===== config.mk =====
export PLATFORM = sky130hd
export DESIGN_NAME = sram_arbiter_flat
export DESIGN_NICKNAME = d
export VERILOG_FILES = /design/src/rtl/sram_arbiter_pkg.sv /design/src/rtl/sram_arbiter_if.sv /design/src/rtl/sram_arbiter_lsu_align.sv /design/src/rtl/sram_arbiter.sv /design/src/flat_wrapper.sv
export SDC_FILE = /design/constraint.sdc
export NUM_CORES = 1
export LEC_CHECK = 0
export ABC_CLOCK_PERIOD_IN_PS = 2800
export BUFFER_PORTS_ARGS = -buffer_cell sky130_fd_sc_hd__buf_2
export CAP_MARGIN = 25
export CORE_MARGIN = 2
export CORE_UTILIZATION = 48
export DETAILED_ROUTE_END_ITERATION = 10
export HOLD_SLACK_MARGIN = 0.08
export PLACE_DENSITY = 0.88
export SYNTH_ARGS = -nofsm -noshare
export SYNTH_HDL_FRONTEND = slang
export SYNTH_HIERARCHICAL = 1
export SYNTH_SLANG_ARGS = --single-unit

===== constraint.sdc =====
create_clock -name clk -period 2.8 [get_ports clk]
set_input_delay 0.7 -clock clk [delete_from_list [all_inputs] [get_ports clk]]
set_output_delay 0.7 -clock clk [all_outputs]
set_load 0.005 [all_outputs]

===== src/rtl/sram_arbiter_pkg.sv =====
// Shared definitions for the SRAM arbiter: MEM-stage op encodings, grant owner
// and the alignment rule used both at grant time and in the datapath.
package sram_arbiter_pkg;

    localparam logic [3:0] MEM_NOP = 4'd0;
    localparam logic [3:0] MEM_LB  = 4'd1;
    localparam logic [3:0] MEM_LBU = 4'd2;
    localparam logic [3:0] MEM_LH  = 4'd3;
    localparam logic [3:0] MEM_LHU = 4'd4;
    localparam logic [3:0] MEM_LW  = 4'd5;
    localparam logic [3:0] MEM_SB  = 4'd6;
    localparam logic [3:0] MEM_SH  = 4'd7;
    localparam logic [3:0] MEM_SW  = 4'd8;

    typedef enum logic {
        GRANT_FETCH = 1'b0,
        GRANT_DATA  = 1'b1
    } grant_t;

    function automatic logic is_store(input logic [3:0] op);
        return (op == MEM_SB) || (op == MEM_SH) || (op == MEM_SW);
    endfunction

    function automatic logic is_misaligned(input logic [3:0] op, input logic [1:0] addr_lo);
        return (((op == MEM_LH) || (op == MEM_LHU) || (op == MEM_SH)) && addr_lo[0]) ||
               (((op == MEM_LW) || (op == MEM_SW)) && (addr_lo != 2'b00));
    endfunction

endpackage


===== src/rtl/sram_arbiter_if.sv =====
// Bundle of the fetch port, the MEM-stage data port and the SRAM pins.
// The arbiter connects through the slave modport; the core/board side is master.
interface sram_arbiter_if;

    logic        if_req;
    logic [31:0] if_addr;
    logic [31:0] if_data;
    logic        if_success;

    logic [3:0]  mem_ramOp;
    logic [31:0] mem_addr;
    logic [31:0] mem_storeData;
    logic [31:0] mem_load_data;
    logic        mem_success;
    logic        mem_misalign;

    logic [19:0] sram_addr;
    logic [31:0] sram_wdata;
    logic [31:0] sram_rdata;
    logic        sram_data_oe;
    logic        sram_ce_n;
    logic        sram_oe_n;
    logic        sram_we_n;
    logic [3:0]  sram_be_n;

    modport slave (
        input  if_req, if_addr, mem_ramOp, mem_addr, mem_storeData, sram_rdata,
        output if_data, if_success, mem_load_data, mem_success, mem_misalign,
               sram_addr, sram_wdata, sram_data_oe, sram_ce_n, sram_oe_n,
               sram_we_n, sram_be_n
    );

    modport master (
        output if_req, if_addr, mem_ramOp, mem_addr, mem_storeData, sram_rdata,
        input  if_data, if_success, mem_load_data, mem_success, mem_misalign,
               sram_addr, sram_wdata, sram_data_oe, sram_ce_n, sram_oe_n,
               sram_we_n, sram_be_n
    );

endinterface


===== src/rtl/sram_arbiter_lsu_align.sv =====
// Combinational load/store lane formatter: builds write lanes and byte enables
// for stores, and extracts/extends the addressed byte or halfword for loads.
module lsu_align
    import sram_arbiter_pkg::*;
(
    input  logic [3:0]  op,
    input  logic [1:0]  addr_lo,
    input  logic [31:0] store_data,
    input  logic [31:0] rdata,
    output logic [31:0] wdata,
    output logic [3:0]  be_n,
    output logic [31:0] load_data,
    output logic        misalign
);

    logic [7:0]  rd_byte;
    logic [15:0] rd_half;

    always_comb begin
        rd_byte   = rdata[{addr_lo, 3'b000} +: 8];
        rd_half   = rdata[{addr_lo[1], 4'b0000} +: 16];
        misalign  = is_misaligned(op, addr_lo);
        load_data = '0;
        wdata     = '0;
        be_n      = 4'b1111;
        case (op)
            MEM_LB:  load_data = {{24{rd_byte[7]}}, rd_byte};
            MEM_LBU: load_data = {24'h0, rd_byte};
            MEM_LH:  load_data = {{16{rd_half[15]}}, rd_half};
            MEM_LHU: load_data = {16'h0, rd_half};
            MEM_LW:  load_data = rdata;
            MEM_SB: begin
                wdata = {4{store_data[7:0]}};
                be_n  = ~(4'b0001 << addr_lo);
            end
            MEM_SH: begin
                wdata = {2{store_data[15:0]}};
                be_n  = addr_lo[1] ? 4'b0011 : 4'b1100;
            end
            MEM_SW: begin
                wdata = store_data;
                be_n  = 4'b0000;
            end
            default: ;
        endcase
    end

endmodule


===== src/rtl/sram_arbiter.sv =====
// Arbitrates the shared asynchronous SRAM between instruction fetch and the
// MEM-stage data port, sequencing multi-cycle read/write strobes per grant.
module sram_arbiter
    import sram_arbiter_pkg::*;
#(
    parameter int WAIT_CYCLES = 3
) (
    input  logic          clk,
    input  logic          rst,
    sram_arbiter_if.slave bus
);

    localparam int               CNT_W    = $clog2(WAIT_CYCLES + 1);
    localparam logic [CNT_W-1:0] CNT_LOAD = CNT_W'(WAIT_CYCLES);

    typedef enum logic [1:0] {IDLE, ACCESS, DONE} state_t;

    state_t           state, state_next;
    grant_t           last_grant, grant_q;
    logic [3:0]       op_q;
    logic [31:0]      addr_q, store_q, rdata_q;
    logic [CNT_W-1:0] cnt;
    logic             mem_pend, grant_any, grant_data, grant_misalign;
    logic             is_write, mem_done, if_done;
    logic [31:0]      align_wdata, align_load;
    logic [3:0]       align_be_n;
    logic             align_misalign;
    logic             unused_addr_bits;

    assign unused_addr_bits = ^addr_q[31:22];

    always_ff @(posedge clk) begin
        if (rst) state <= IDLE;
        else     state <= state_next;
    end

    // Alternating tie-break: the requester not served last wins when both wait.
    always_comb begin
        mem_pend       = (bus.mem_ramOp != MEM_NOP);
        grant_any      = mem_pend || bus.if_req;
        grant_data     = mem_pend && (!bus.if_req || (last_grant == GRANT_FETCH));
        grant_misalign = grant_data && is_misaligned(bus.mem_ramOp, bus.mem_addr[1:0]);
        state_next     = state;
        case (state)
            IDLE:    if (grant_any) state_next = grant_misalign ? DONE : ACCESS;
            ACCESS:  if (cnt == CNT_W'(1)) state_next = DONE;
            DONE:    state_next = IDLE;
            default: state_next = IDLE;
        endcase
    end

    always_ff @(posedge clk) begin
        if (rst) begin
            last_grant <= GRANT_FETCH;
            grant_q    <= GRANT_FETCH;
            op_q       <= MEM_NOP;
            addr_q     <= '0;
            store_q    <= '0;
            rdata_q    <= '0;
            cnt        <= '0;
        end else if (state == IDLE && grant_any) begin
            last_grant <= grant_data ? GRANT_DATA : GRANT_FETCH;
            grant_q    <= grant_data ? GRANT_DATA : GRANT_FETCH;
            op_q       <= grant_data ? bus.mem_ramOp : MEM_LW;
            addr_q     <= grant_data ? bus.mem_addr : bus.if_addr;
            store_q    <= bus.mem_storeData;
            cnt        <= CNT_LOAD;
        end else if (state == ACCESS) begin
            cnt <= cnt - CNT_W'(1);
            if (cnt == CNT_W'(1)) rdata_q <= bus.sram_rdata;
        end
    end

    lsu_align u_align (
        .op         (op_q),
        .addr_lo    (addr_q[1:0]),
        .store_data (store_q),
        .rdata      (rdata_q),
        .wdata      (align_wdata),
        .be_n       (align_be_n),
        .load_data  (align_load),
        .misalign   (align_misalign)
    );

    // Writes keep ce_n/data_oe through DONE with we_n released, giving data hold.
    always_comb begin
        is_write          = is_store(op_q);
        mem_done          = (state == DONE) && (grant_q == GRANT_DATA);
        if_done           = (state == DONE) && (grant_q == GRANT_FETCH);
        bus.sram_addr     = addr_q[21:2];
        bus.sram_wdata    = align_wdata;
        bus.sram_ce_n     = 1'b1;
        bus.sram_oe_n     = 1'b1;
        bus.sram_we_n     = 1'b1;
        bus.sram_be_n     = 4'b1111;
        bus.sram_data_oe  = 1'b0;
        if (state == ACCESS && !is_write) begin
            bus.sram_ce_n = 1'b0;
            bus.sram_oe_n = 1'b0;
            bus.sram_be_n = 4'b0000;
        end
        if ((state == ACCESS || state == DONE) && is_write && !align_misalign) begin
            bus.sram_ce_n    = 1'b0;
            bus.sram_data_oe = 1'b1;
            bus.sram_be_n    = align_be_n;
            if (state == ACCESS && cnt != CNT_LOAD) bus.sram_we_n = 1'b0;
        end
        bus.mem_success   = mem_done;
        bus.mem_misalign  = mem_done && align_misalign;
        bus.mem_load_data = (mem_done && !align_misalign) ? align_load : '0;
        bus.if_success    = if_done;
        bus.if_data       = if_done ? rdata_q : '0;
    end

endmodule


===== src/flat_wrapper.sv =====
// flat-port wrapper written by rule: the top's interface ports become plain ports
module sram_arbiter_flat import sram_arbiter_pkg::*;
#(
    parameter int WAIT_CYCLES = 3
)
  (clk, rst, bus_if_req, bus_if_addr, bus_mem_ramOp, bus_mem_addr, bus_mem_storeData, bus_sram_rdata, bus_if_data, bus_if_success, bus_mem_load_data, bus_mem_success, bus_mem_misalign, bus_sram_addr, bus_sram_wdata, bus_sram_data_oe, bus_sram_ce_n, bus_sram_oe_n, bus_sram_we_n, bus_sram_be_n);
  sram_arbiter_if bus_i ();
  input  logic clk;
  input  logic rst;
  input wire logic [$bits(bus_i.if_req)-1:0] bus_if_req;
  input wire logic [$bits(bus_i.if_addr)-1:0] bus_if_addr;
  input wire logic [$bits(bus_i.mem_ramOp)-1:0] bus_mem_ramOp;
  input wire logic [$bits(bus_i.mem_addr)-1:0] bus_mem_addr;
  input wire logic [$bits(bus_i.mem_storeData)-1:0] bus_mem_storeData;
  input wire logic [$bits(bus_i.sram_rdata)-1:0] bus_sram_rdata;
  output wire logic [$bits(bus_i.if_data)-1:0] bus_if_data;
  output wire logic [$bits(bus_i.if_success)-1:0] bus_if_success;
  output wire logic [$bits(bus_i.mem_load_data)-1:0] bus_mem_load_data;
  output wire logic [$bits(bus_i.mem_success)-1:0] bus_mem_success;
  output wire logic [$bits(bus_i.mem_misalign)-1:0] bus_mem_misalign;
  output wire logic [$bits(bus_i.sram_addr)-1:0] bus_sram_addr;
  output wire logic [$bits(bus_i.sram_wdata)-1:0] bus_sram_wdata;
  output wire logic [$bits(bus_i.sram_data_oe)-1:0] bus_sram_data_oe;
  output wire logic [$bits(bus_i.sram_ce_n)-1:0] bus_sram_ce_n;
  output wire logic [$bits(bus_i.sram_oe_n)-1:0] bus_sram_oe_n;
  output wire logic [$bits(bus_i.sram_we_n)-1:0] bus_sram_we_n;
  output wire logic [$bits(bus_i.sram_be_n)-1:0] bus_sram_be_n;
  assign bus_i.if_req = bus_if_req;
  assign bus_i.if_addr = bus_if_addr;
  assign bus_i.mem_ramOp = bus_mem_ramOp;
  assign bus_i.mem_addr = bus_mem_addr;
  assign bus_i.mem_storeData = bus_mem_storeData;
  assign bus_i.sram_rdata = bus_sram_rdata;
  assign bus_if_data = bus_i.if_data;
  assign bus_if_success = bus_i.if_success;
  assign bus_mem_load_data = bus_i.mem_load_data;
  assign bus_mem_success = bus_i.mem_success;
  assign bus_mem_misalign = bus_i.mem_misalign;
  assign bus_sram_addr = bus_i.sram_addr;
  assign bus_sram_wdata = bus_i.sram_wdata;
  assign bus_sram_data_oe = bus_i.sram_data_oe;
  assign bus_sram_ce_n = bus_i.sram_ce_n;
  assign bus_sram_oe_n = bus_i.sram_oe_n;
  assign bus_sram_we_n = bus_i.sram_we_n;
  assign bus_sram_be_n = bus_i.sram_be_n;
  sram_arbiter #(.WAIT_CYCLES(WAIT_CYCLES)) u_core (.clk(clk), .rst(rst), .bus(bus_i));
endmodule

==> impl_metrics.py, run 1 <==
metrics = {
    "clock_tree": {
        "tritoncts": "yes",
        "clock_sinks": 95,
        "clock_latency_ns": 0.34,
        "path_clk_slew_ns": 0.07,
        "cts-root-buf": "clkbuf_16",
        "h-tree-depth": 3,
        "clk_path_buf_depth": 2,
        "cts_inserted_buffers": 9,
    },
    "min_path": {
        "holdPathStages": 2,
        "worstHoldPathType": "flop to flop",
        "min_from": "u_core/store_q[26]",
    },
    "logic_synthesis": {
        "synth_flop_cell": "dfxtp_1",
        "synthArstFlopShare_pct": 0,
        "syn_nets": 890,
        "yosys_warnings": 6,
        "syn-cell-area_um2": 5690,
        "synth-edff-count": 0,
        "ys_types": 55,
        "ys_seq_area_share_pct": 33.4,
        "netlist_instances": 749,
        "ys_ff_latch": 95,
        "avgSynthCellArea_um2": 7.59,
    },
    "setup_path": {
        "r2r-start": "u_core/state[0]",
        "path_class": "flop to primary output",
        "required_ns": 2.10,
        "crit_path_end_kind": "primary output",
        "crit_start": "u_core/op_q[2]",
        "path_cells": "buf_4, nor4b_4, buf_6, nand2b_1, o21ai_0, o21a_1, buf_2",
        "cp_num_buf_inv": 3,
        "crit_family": "buffers and inverters",
        "path_depth": 7,
        "arrival_ns": 2.02,
        "slowest_stage": "dfxtp_2",
        "critPathMaxStageDelay_ns": 0.36,
        "start_kind": "flop",
        "r2r_slack_ns": 0.99,
        "critPathMaxFanout": 18,
        "reg2reg_depth": 6,
    },
    "outcome": {
        "run_status": "complete, no violations",
    },
    "sta": {
        "max_freq_mhz": 368,
        "tns_ns": 0,
        "hold_viol_final": 0,
        "final.setup.worst_slack_ns": 0.0809,
        "min_period_ns": 2.72,
        "fin_worst_skew_ns": 0.00548,
        "setup_viol": 0,
        "period_share_pct": 97.1,
        "relSlewSlack_pct": 62.4,
        "tightestPinTransition_ns": 0.563,
        "slew_violations": 0,
    },
    "finish": {
        "synthToLayoutAreaGrowth_pct": 27.7,
        "drive_gt1_share_pct": 34.2,
        "num_antenna_cells": 0,
        "fin_util_pct": 63.3,
        "nets": 1090,
        "fin_cells": 1097,
    },
    "global_route": {
        "antenna_found_initial": 0,
        "grt_pass1_vias": 5596,
        "overflow": 0,
        "grt_usage_pct": 26.1,
        "grt_max_degree": 75,
        "grt_pass1_wl_mm": 27.2,
    },
    "detailed_routing": {
        "vias": 6132,
        "wl_per_cell_um": 15.4,
        "wl_mm": 16.9,
        "dr.first_iter.drc_count": 641,
        "drtAntennaViolNets": 0,
        "routed_via_density": 5.59,
        "route.detailed.drc": 0,
        "first_pass_iters": 6,
    },
    "die": {
        "io_pins": 262,
        "dieArea_um2": 12700,
        "start_util_pct": 49.6,
        "core_area_um2": 11500,
        "die_x_um": 113,
        "dieHeight_um": 113,
        "fp-row-count": 39,
    },
    "power": {
        "leakage_uw": 0.00346,
        "p_per_area_nw_per_um2": 812,
        "vdd_ir_drop_max_mv": 0.405,
    },
    "placed_design": {
        "numPortBuffers": 241,
        "dp_slack_ns": 0.230,
        "hpwl_mm": 12.2,
        "gp_congestion": 0.942,
        "post-place-cells": 1080,
    },
    "run": {
        "maxCapViolations": 0,
    },
}
==> tightest hold or removal path, stage by stage (launching register included) <==
cell     delay (ns)
dfxtp_1        0.31
nand2_1        0.05
a21oi_1        0.05
==> cell type report <==
class / count / area [µm²]
clock inverters: 7 / 65.1
clock buffers: 9 / 225
well taps: 143 / 179
inverters: 8 / 30.0
flip-flops and latches: 95 / 1910
repair buffers: 268 / 1480
multi-input cells: 567 / 3370
fillers: 1019 / 4210
==> synthesized netlist by cell type (all sizes together), types with 9 or more instances <==
master | count | area (µm²)
and2 | 77 | 482
clkbuf | 33 | 124
a31oi | 23 | 144
a32oi | 9 | 86.3
buf | 46 | 324
nand2 | 221 | 832
o21ai | 46 | 241
dfxtp | 95 | 1900
mux2i | 17 | 170
a21oi | 73 | 365
a22o | 16 | 140
==> logic make-up after synthesis <==
logic type,Yosys count,share of synthesized area (%)
buffers and inverters,87,8.40
AO/OA/AOI/OAI,193,21.2
adder cells (fa/ha/maj),6,1.32
XOR/XNOR,2,0.308
flip-flops,95,33.4
multiplexers,33,7.74
AND/OR/NAND/NOR,333,27.6
==> where the power goes <==
part | switching [µW] | total (µW) | leakage, µW | internal [µW]
registers | 361 | 2100 | 0.000784 | 1740
clock network | 569 | 1190 | 0.000140 | 623
logic | 1510 | 2600 | 0.00254 | 1090
total | 2440 | 5890 | 0.00346 | 3450
==> what timing repair did <==
item,in CTS,in global routing
hold endpoints to repair,0,0
hold buffers,0,0
gates resized for setup,12,15
buffers inserted,0,0
endpoints found under the setup margin,38,54
==> layout by cell type (no fill, tap or decap), drive strengths merged, types with 4 or more instances in the layout <==
cell type,netlist,final
mux2i,17,17
a221o,8,8
a32oi,9,9
a21oi,73,73
mux4,8,8
inv,8,11
a31oi,23,23
nor3,5,5
o21a,4,4
nor2b,4,4
nor2,7,7
dfxtp,95,95
mux2,8,8
and2,77,77
clkbuf,33,9
ha,6,6
buf,46,268
o21ai,46,46
a22o,16,16
nand2,221,221
==> sequential cells by signal (all words and copies together) (netlist names) <==
| name | count |
|---|---|
| u_core/grant_q | 1 |
| u_core/store_q | 32 |
| u_core/rdata_q | 32 |
| u_core/state | 2 |
| u_core/cnt | 2 |
| u_core/addr_q | 22 |
| u_core/op_q | 4 |
==> routing by layer <==
| layer | GRT usage [%] | share of wire [%] | vias up |
|---|---|---|---|
| met5 | 0 | 0 | - |
| met4 | 11.7 | 3.6 | 0 |
| met3 | 3.70 | 8.1 | 60 |
| met2 | 43.2 | 48 | 325 |
| met1 | 33.8 | 40 | 2797 |
| li1 | - | - | 2950 |
==> stage by stage <==
| step | power (µW) | cell area (µm²) | hold WS, ns |
|---|---|---|---|
| global route | 6310 | 7260 | 0.483 |
| CTS | 5850 | 7200 | 0.457 |
| global placement | 4530 | 6870 | 0.442 |
| floorplan | 3940 | 5690 | 0.437 |
| detailed placement | 4600 | 6870 | 0.447 |
| finish | 5890 | 7260 | 0.458 |
==> path summary, 6_finish.rpt <==
kind,end
setup / recovery,bus_sram_be_n[0]
hold / removal,u_core/store_q[26]
setup reg to reg,u_core/addr_q[13]
hold reg to reg,u_core/store_q[26]
Power figures use the tool's default switching activity.
==> run 2: changes to the inputs <==
--- a/config.mk
+++ b/config.mk
@@ -5,14 +5,14 @@
 export SDC_FILE = /design/constraint.sdc
 export NUM_CORES = 1
 export LEC_CHECK = 0
-export ABC_CLOCK_PERIOD_IN_PS = 2800
+export ABC_CLOCK_PERIOD_IN_PS = 3200
 export BUFFER_PORTS_ARGS = -buffer_cell sky130_fd_sc_hd__buf_2
 export CAP_MARGIN = 25
 export CORE_MARGIN = 2
-export CORE_UTILIZATION = 48
+export CORE_UTILIZATION = 51
 export DETAILED_ROUTE_END_ITERATION = 10
 export HOLD_SLACK_MARGIN = 0.08
-export PLACE_DENSITY = 0.88
+export PLACE_DENSITY = 0.92
 export SYNTH_ARGS = -nofsm -noshare
 export SYNTH_HDL_FRONTEND = slang
 export SYNTH_HIERARCHICAL = 1
==> constraint.sdc (replaced) <==
create_clock -name clk -period 3.2 [get_ports clk]
set_input_delay 0.8 -clock clk [delete_from_list [all_inputs] [get_ports clk]]
set_output_delay 0.8 -clock clk [all_outputs]
set_load 0.005 [all_outputs]
==> run 2 against run 1 <==
  * First-iteration DRC count shrank 17%
  * Wire length shrank 1.3%
  * Clock-buffer cell count grew 2
  * Critical endpoint is now bus_mem_load_data[4]
==> impl_metrics.py, run 2 (same netlist as run 1, synthesis figures left out) <==
metrics = {
    "finish": {
        "num_antenna_cells": 0,
        "multi_input_area_um2": 3340,
        "synthToLayoutAreaGrowth_pct": 23.3,
        "final_common_cell": "buf_2",
        "largestRegisters": "u_core/rdata_q x32, u_core/store_q x32, u_core/addr_q x22",
        "fin_area_um2": 7010,
        "final_cell_mix": "buf_2 (241), nand2_1 (220), dfxtp_1 (93), and2_1 (77), a21oi_1 (72)",
        "drive_gt1_share_pct": 32.5,
        "num-fill-cells": 963,
        "nets": 1085,
        "regArea_um2": 1900,
    },
    "setup_path": {
        "crit_family": "flip-flops",
        "critPathMaxStageDelay_ns": 0.54,
        "start_kind": "flop",
        "cp_num_buf_inv": 2,
        "crit_path_end_kind": "primary output",
        "arrival_ns": 2.27,
        "r2r_slack_ns": 1.22,
        "critPathMaxFanout": 10,
        "path_cells": "buf_4, mux4_2, a32oi_1, o21ai_0, and2_1, buf_2",
        "required_ns": 2.40,
        "slowest_stage": "dfxtp_1",
        "path_class": "flop to primary output",
    },
    "outcome": {
        "run_status": "complete, no violations",
    },
    "placed_design": {
        "gp_congestion": 0.885,
        "dpl_cell_area_um2": 6830,
        "hpwl_mm": 12.0,
        "numPortBuffers": 241,
    },
    "detailed_routing": {
        "wl_mm": 16.7,
        "route.detailed.drc": 0,
        "drtAntennaViolNets": 0,
        "dr.first_iter.drc_count": 530,
        "routed_via_density": 5.61,
        "first_pass_iters": 5,
        "wl_per_cell_um": 15.3,
        "vias": 6107,
    },
    "global_route": {
        "overflow": 0,
        "grt_pass1_vias": 5287,
        "grt_max_degree": 59,
        "grt_pass1_wl_mm": 25.7,
        "grt_usage_pct": 27.1,
        "antenna_found_initial": 0,
    },
    "sta": {
        "hold_viol_final": 0,
        "max_freq_mhz": 326,
        "min_period_ns": 3.07,
        "tightestPinTransition_ns": 0.988,
        "relSlewSlack_pct": 34.2,
        "tns_ns": 0,
        "slew_violations": 0,
        "setup_viol": 0,
        "rsz0062_at_grt": "no",
        "period_share_pct": 95.9,
        "fin_worst_skew_ns": 0.00944,
    },
    "clock_tree": {
        "tritoncts": "yes",
        "clock_latency_ns": 0.36,
        "path_clk_slew_ns": 0.09,
        "clock_sinks": 95,
        "cts-root-buf": "clkbuf_8",
        "cts_inserted_buffers": 9,
        "h-tree-depth": 3,
        "clk_path_buf_depth": 2,
    },
    "min_path": {
        "worstHoldPathType": "flop to flop",
    },
    "die": {
        "die_x_um": 110,
        "fp-row-count": 38,
        "core_area_um2": 10800,
        "dieHeight_um": 110,
        "dieArea_um2": 12000,
        "start_util_pct": 52.5,
        "io_pins": 262,
    },
    "power": {
        "p_per_area_nw_per_um2": 681,
        "leakage_uw": 0.00336,
        "vdd_ir_drop_max_mv": 0.411,
    },
    "run": {
        "maxCapViolations": 0,
    },
}
==> run 2: report_power, final <==
group          switching (µW)  internal, µW  leakage, µW
Clock                     418           303    0.0000853
Combinational            1290           917      0.00249
Sequential                333          1520     0.000782
Total                    2040          2740      0.00336
==> run 2: layout make-up <==
class                      count  share of cell area (%)
sequential                    95                    27.2
tap                          140                    2.50
clock buffer                  11                    2.02
timing repair buffer         263                    19.8
clock inverter                 5                   0.482
inverter                       8                   0.428
multi-input combinational    567                    47.6
==> run 2: through the flow <==
stage	util, %	power, µW	setup slack [ns]	hold WS (ns)	std cells
floorplan	-	3450	0.606	0.437	749
global placement	62.7	3920	0.439	0.443	1071
detailed placement	63.0	4040	0.370	0.448	1072
CTS	64.6	4760	0.0183	0.461	1088
global route	64.7	5120	0.00333	0.476	1089
finish	64.7	4780	0.133	0.461	1089
==> run 2: what timing repair did <==
item,CTS,global route
gates resized for setup,1,2
hold buffers,0,0
buffers inserted,0,1
setup endpoints to repair,1,38
==> run 2: path summary, 6_finish.rpt <==
path	start	cells past startpoint	end
max	u_core/addr_q[0]	6	bus_mem_load_data[4]
min	u_core/store_q[25]	2	u_core/store_q[25]
max reg2reg	u_core/state[1]	6	u_core/store_q[22]
min reg2reg	u_core/store_q[25]	2	u_core/store_q[25]
==> run 2: per-layer routing <==
| metal | global-route usage [%] | part of all wire [%] | vias to the layer above |
|---|---|---|---|
| met5 | 0 | 0 | - |
| met4 | 11.2 | 3.3 | 0 |
| met3 | 4.33 | 9.0 | 47 |
| met2 | 45.7 | 48 | 384 |
| met1 | 34.4 | 40 | 2742 |
| li1 | - | - | 2934 |
==> run 2: worst min-delay path: cells and delay by family (launching register included) <==
kind	cells	cell delay [ns]
flip-flops	1	0.32
AND/OR/NAND/NOR	1	0.05
AO/OA/AOI/OAI	1	0.05
==> run 3: changes to the inputs <==
--- a/config.mk
+++ b/config.mk
@@ -8,8 +8,10 @@
 export ABC_CLOCK_PERIOD_IN_PS = 3200
 export BUFFER_PORTS_ARGS = -buffer_cell sky130_fd_sc_hd__buf_2
 export CAP_MARGIN = 25
+export CELL_PAD_IN_SITES_DETAIL_PLACEMENT = 0
+export CELL_PAD_IN_SITES_GLOBAL_PLACEMENT = 2
 export CORE_MARGIN = 2
-export CORE_UTILIZATION = 51
+export CORE_UTILIZATION = 27
 export DETAILED_ROUTE_END_ITERATION = 10
 export HOLD_SLACK_MARGIN = 0.08
 export PLACE_DENSITY = 0.92
==> run 3 against run 2 <==
  * Cell count increased by 12%
  * Global-route usage decreased by 9.9 points
  * First-iteration DRC count decreased by 48%
  * Clock skew about the same
  * Critical path type unchanged
  * Largest power group unchanged
==> impl_metrics.py, run 3 (same netlist as run 1, synthesis figures left out) <==
metrics = {
    "outcome": {
        "run_status": "complete, no violations",
    },
    "finish": {
        "drive_gt1_share_pct": 32.9,
        "final_cell_mix": "buf_2 (241), nand2_1 (220), dfxtp_1 (92), and2_1 (77), a21oi_1 (71)",
        "largestRegisters": "u_core/rdata_q x32, u_core/store_q x32, u_core/addr_q x22",
        "final_common_cell": "buf_2",
        "fin_util_pct": 35.0,
        "nets": 1085,
        "synthToLayoutAreaGrowth_pct": 28.2,
        "fin_area_um2": 7290,
        "fin_cells": 1224,
    },
    "detailed_routing": {
        "dr.first_iter.drc_count": 278,
        "wl_mm": 19.6,
        "route.detailed.drc": 0,
        "routed_via_density": 4.79,
        "drtAntennaViolNets": 0,
        "vias": 5862,
        "wl_per_cell_um": 16.0,
        "first_pass_iters": 5,
    },
    "die": {
        "dieArea_um2": 22200,
        "io_pins": 262,
        "dieHeight_um": 149,
        "fp-row-count": 53,
        "core_area_um2": 20800,
        "die_x_um": 149,
        "start_util_pct": 27.3,
    },
    "setup_path": {
        "critPathMaxFanout": 10,
        "crit_start": "u_core/addr_q[0]",
        "path_depth": 6,
        "critPathMaxStageDelay_ns": 0.57,
        "r2r-start": "u_core/state[0]",
        "path_class": "flop to primary output",
        "path_cells": "buf_4, mux4_2, a32oi_1, o21ai_0, and2_1, buf_2",
        "arrival_ns": 2.29,
        "crit_end": "bus_mem_load_data[5]",
        "reg2reg_depth": 6,
        "slowest_stage": "dfxtp_1",
        "start_kind": "flop",
        "required_ns": 2.40,
        "crit_family": "flip-flops",
        "reg2reg_to": "u_core/addr_q[12]",
        "crit_path_end_kind": "primary output",
        "cp_num_buf_inv": 2,
        "r2r_slack_ns": 1.28,
    },
    "placed_design": {
        "hpwl_mm": 14.1,
        "dpl_cell_area_um2": 6980,
        "post-place-cells": 1206,
        "gp_congestion": 0.803,
        "dp_slack_ns": 0.372,
        "numPortBuffers": 241,
    },
    "clock_tree": {
        "path_clk_slew_ns": 0.07,
        "h-tree-depth": 3,
        "clock_sinks": 95,
        "tritoncts": "yes",
        "cts-root-buf": "clkbuf_16",
        "cts_inserted_buffers": 9,
        "clk_path_buf_depth": 2,
        "hold_buffers": 0,
        "clock_latency_ns": 0.35,
    },
    "power": {
        "vdd_ir_drop_max_mv": 0.473,
        "seq_power_share_pct": 36.5,
        "p_sw_uw": 2160,
        "combPwrFrac_pct": 42.9,
        "intPower_uw": 2960,
        "clkPwrFrac_pct": 20.6,
        "leakage_uw": 0.00341,
        "power_uw": 5120,
        "p_per_area_nw_per_um2": 702,
        "switching_share_pct": 42.2,
    },
    "sta": {
        "period_share_pct": 96.5,
        "max_freq_mhz": 324,
        "slew_violations": 0,
        "relSlewSlack_pct": 54.1,
        "min_period_ns": 3.09,
        "fin_worst_skew_ns": 0.00952,
        "setup_viol": 0,
        "hold_viol_final": 0,
        "final.setup.worst_slack_ns": 0.112,
        "tightestPinTransition_ns": 0.688,
    },
    "global_route": {
        "overflow": 0,
        "grt_usage_pct": 17.2,
        "grt_max_degree": 69,
        "antenna_found_initial": 1,
        "grt_pass1_wl_mm": 30.0,
        "grt_pass1_vias": 5465,
    },
    "min_path": {
        "holdPathStages": 2,
        "worstHoldPathType": "flop to flop",
    },
    "run": {
        "maxCapViolations": 0,
    },
}
run 3: metrics by stage:
stage	setup TNS (ns)	hold WS, ns
finish	0	0.457
global route	-0.00116	0.488
CTS	0	0.459
detailed placement	0	0.448
global placement	0	0.444
floorplan	0	0.437
run 3: power by group through the flow:
stage               combinational, µW  sequential, µW  clock (µW)
floorplan                        1720            1730           0
global placement                 2200            1870           0
detailed placement               2200            1880           0
CTS                              2200            1870        1100
global route                     2450            1920        1140
finish                           2200            1870        1050
run 3: how the worst min path moves through the flow:
stage | slack (ns) | to | from
4_1_cts | 0.46 | u_core/store_q[31] | u_core/store_q[31]
2_1_floorplan | 0.44 | u_core/store_q[24] | u_core/store_q[24]
3_5_place_dp | 0.45 | u_core/store_q[27] | u_core/store_q[27]
5_1_grt | 0.49 | u_core/store_q[22] | u_core/store_q[22]
6_report | 0.46 | u_core/store_q[27] | u_core/store_q[27]
3_3_place_gp | 0.44 | u_core/store_q[27] | u_core/store_q[27]
run 3: routing by layer:
metal  up-vias  GRT usage, %  part of all wire (%)
met5         -             0                     0
met4         0          7.00                   2.5
met3        29          3.70                   7.3
met2       216          27.7                    46
met1      2680          22.3                    44
li1       2937             -                     -
run 3: layout make-up:
class,count,area [µm²]
clock inverters,5,40.0
fillers,2317,13500
repair buffers,263,1380
multi-input cells,567,3350
flip-flops and latches,95,1910
well taps,275,344
inverters,8,30.0
clock buffers,10,239
diodes,1,2.50
run 3: worst reg2reg max path, cell delays in order (launching register included):
cell,delay [ns]
dfxtp_1,0.33
inv_1,0.11
ha_1,0.35
a21boi_4,0.44
buf_12,0.32
o21ai_0,0.14
a31oi_1,0.17
run 3: repair_timing:
| item | 4_1_cts | 5_1_grt |
|---|---|---|
| setup endpoints to repair | 10 | 38 |
| setup buffers | 0 | 2 |
| endpoints found under the hold margin | 0 | 0 |
| pin swaps | 0 | 1 |
| resized for setup | 4 | 3 |
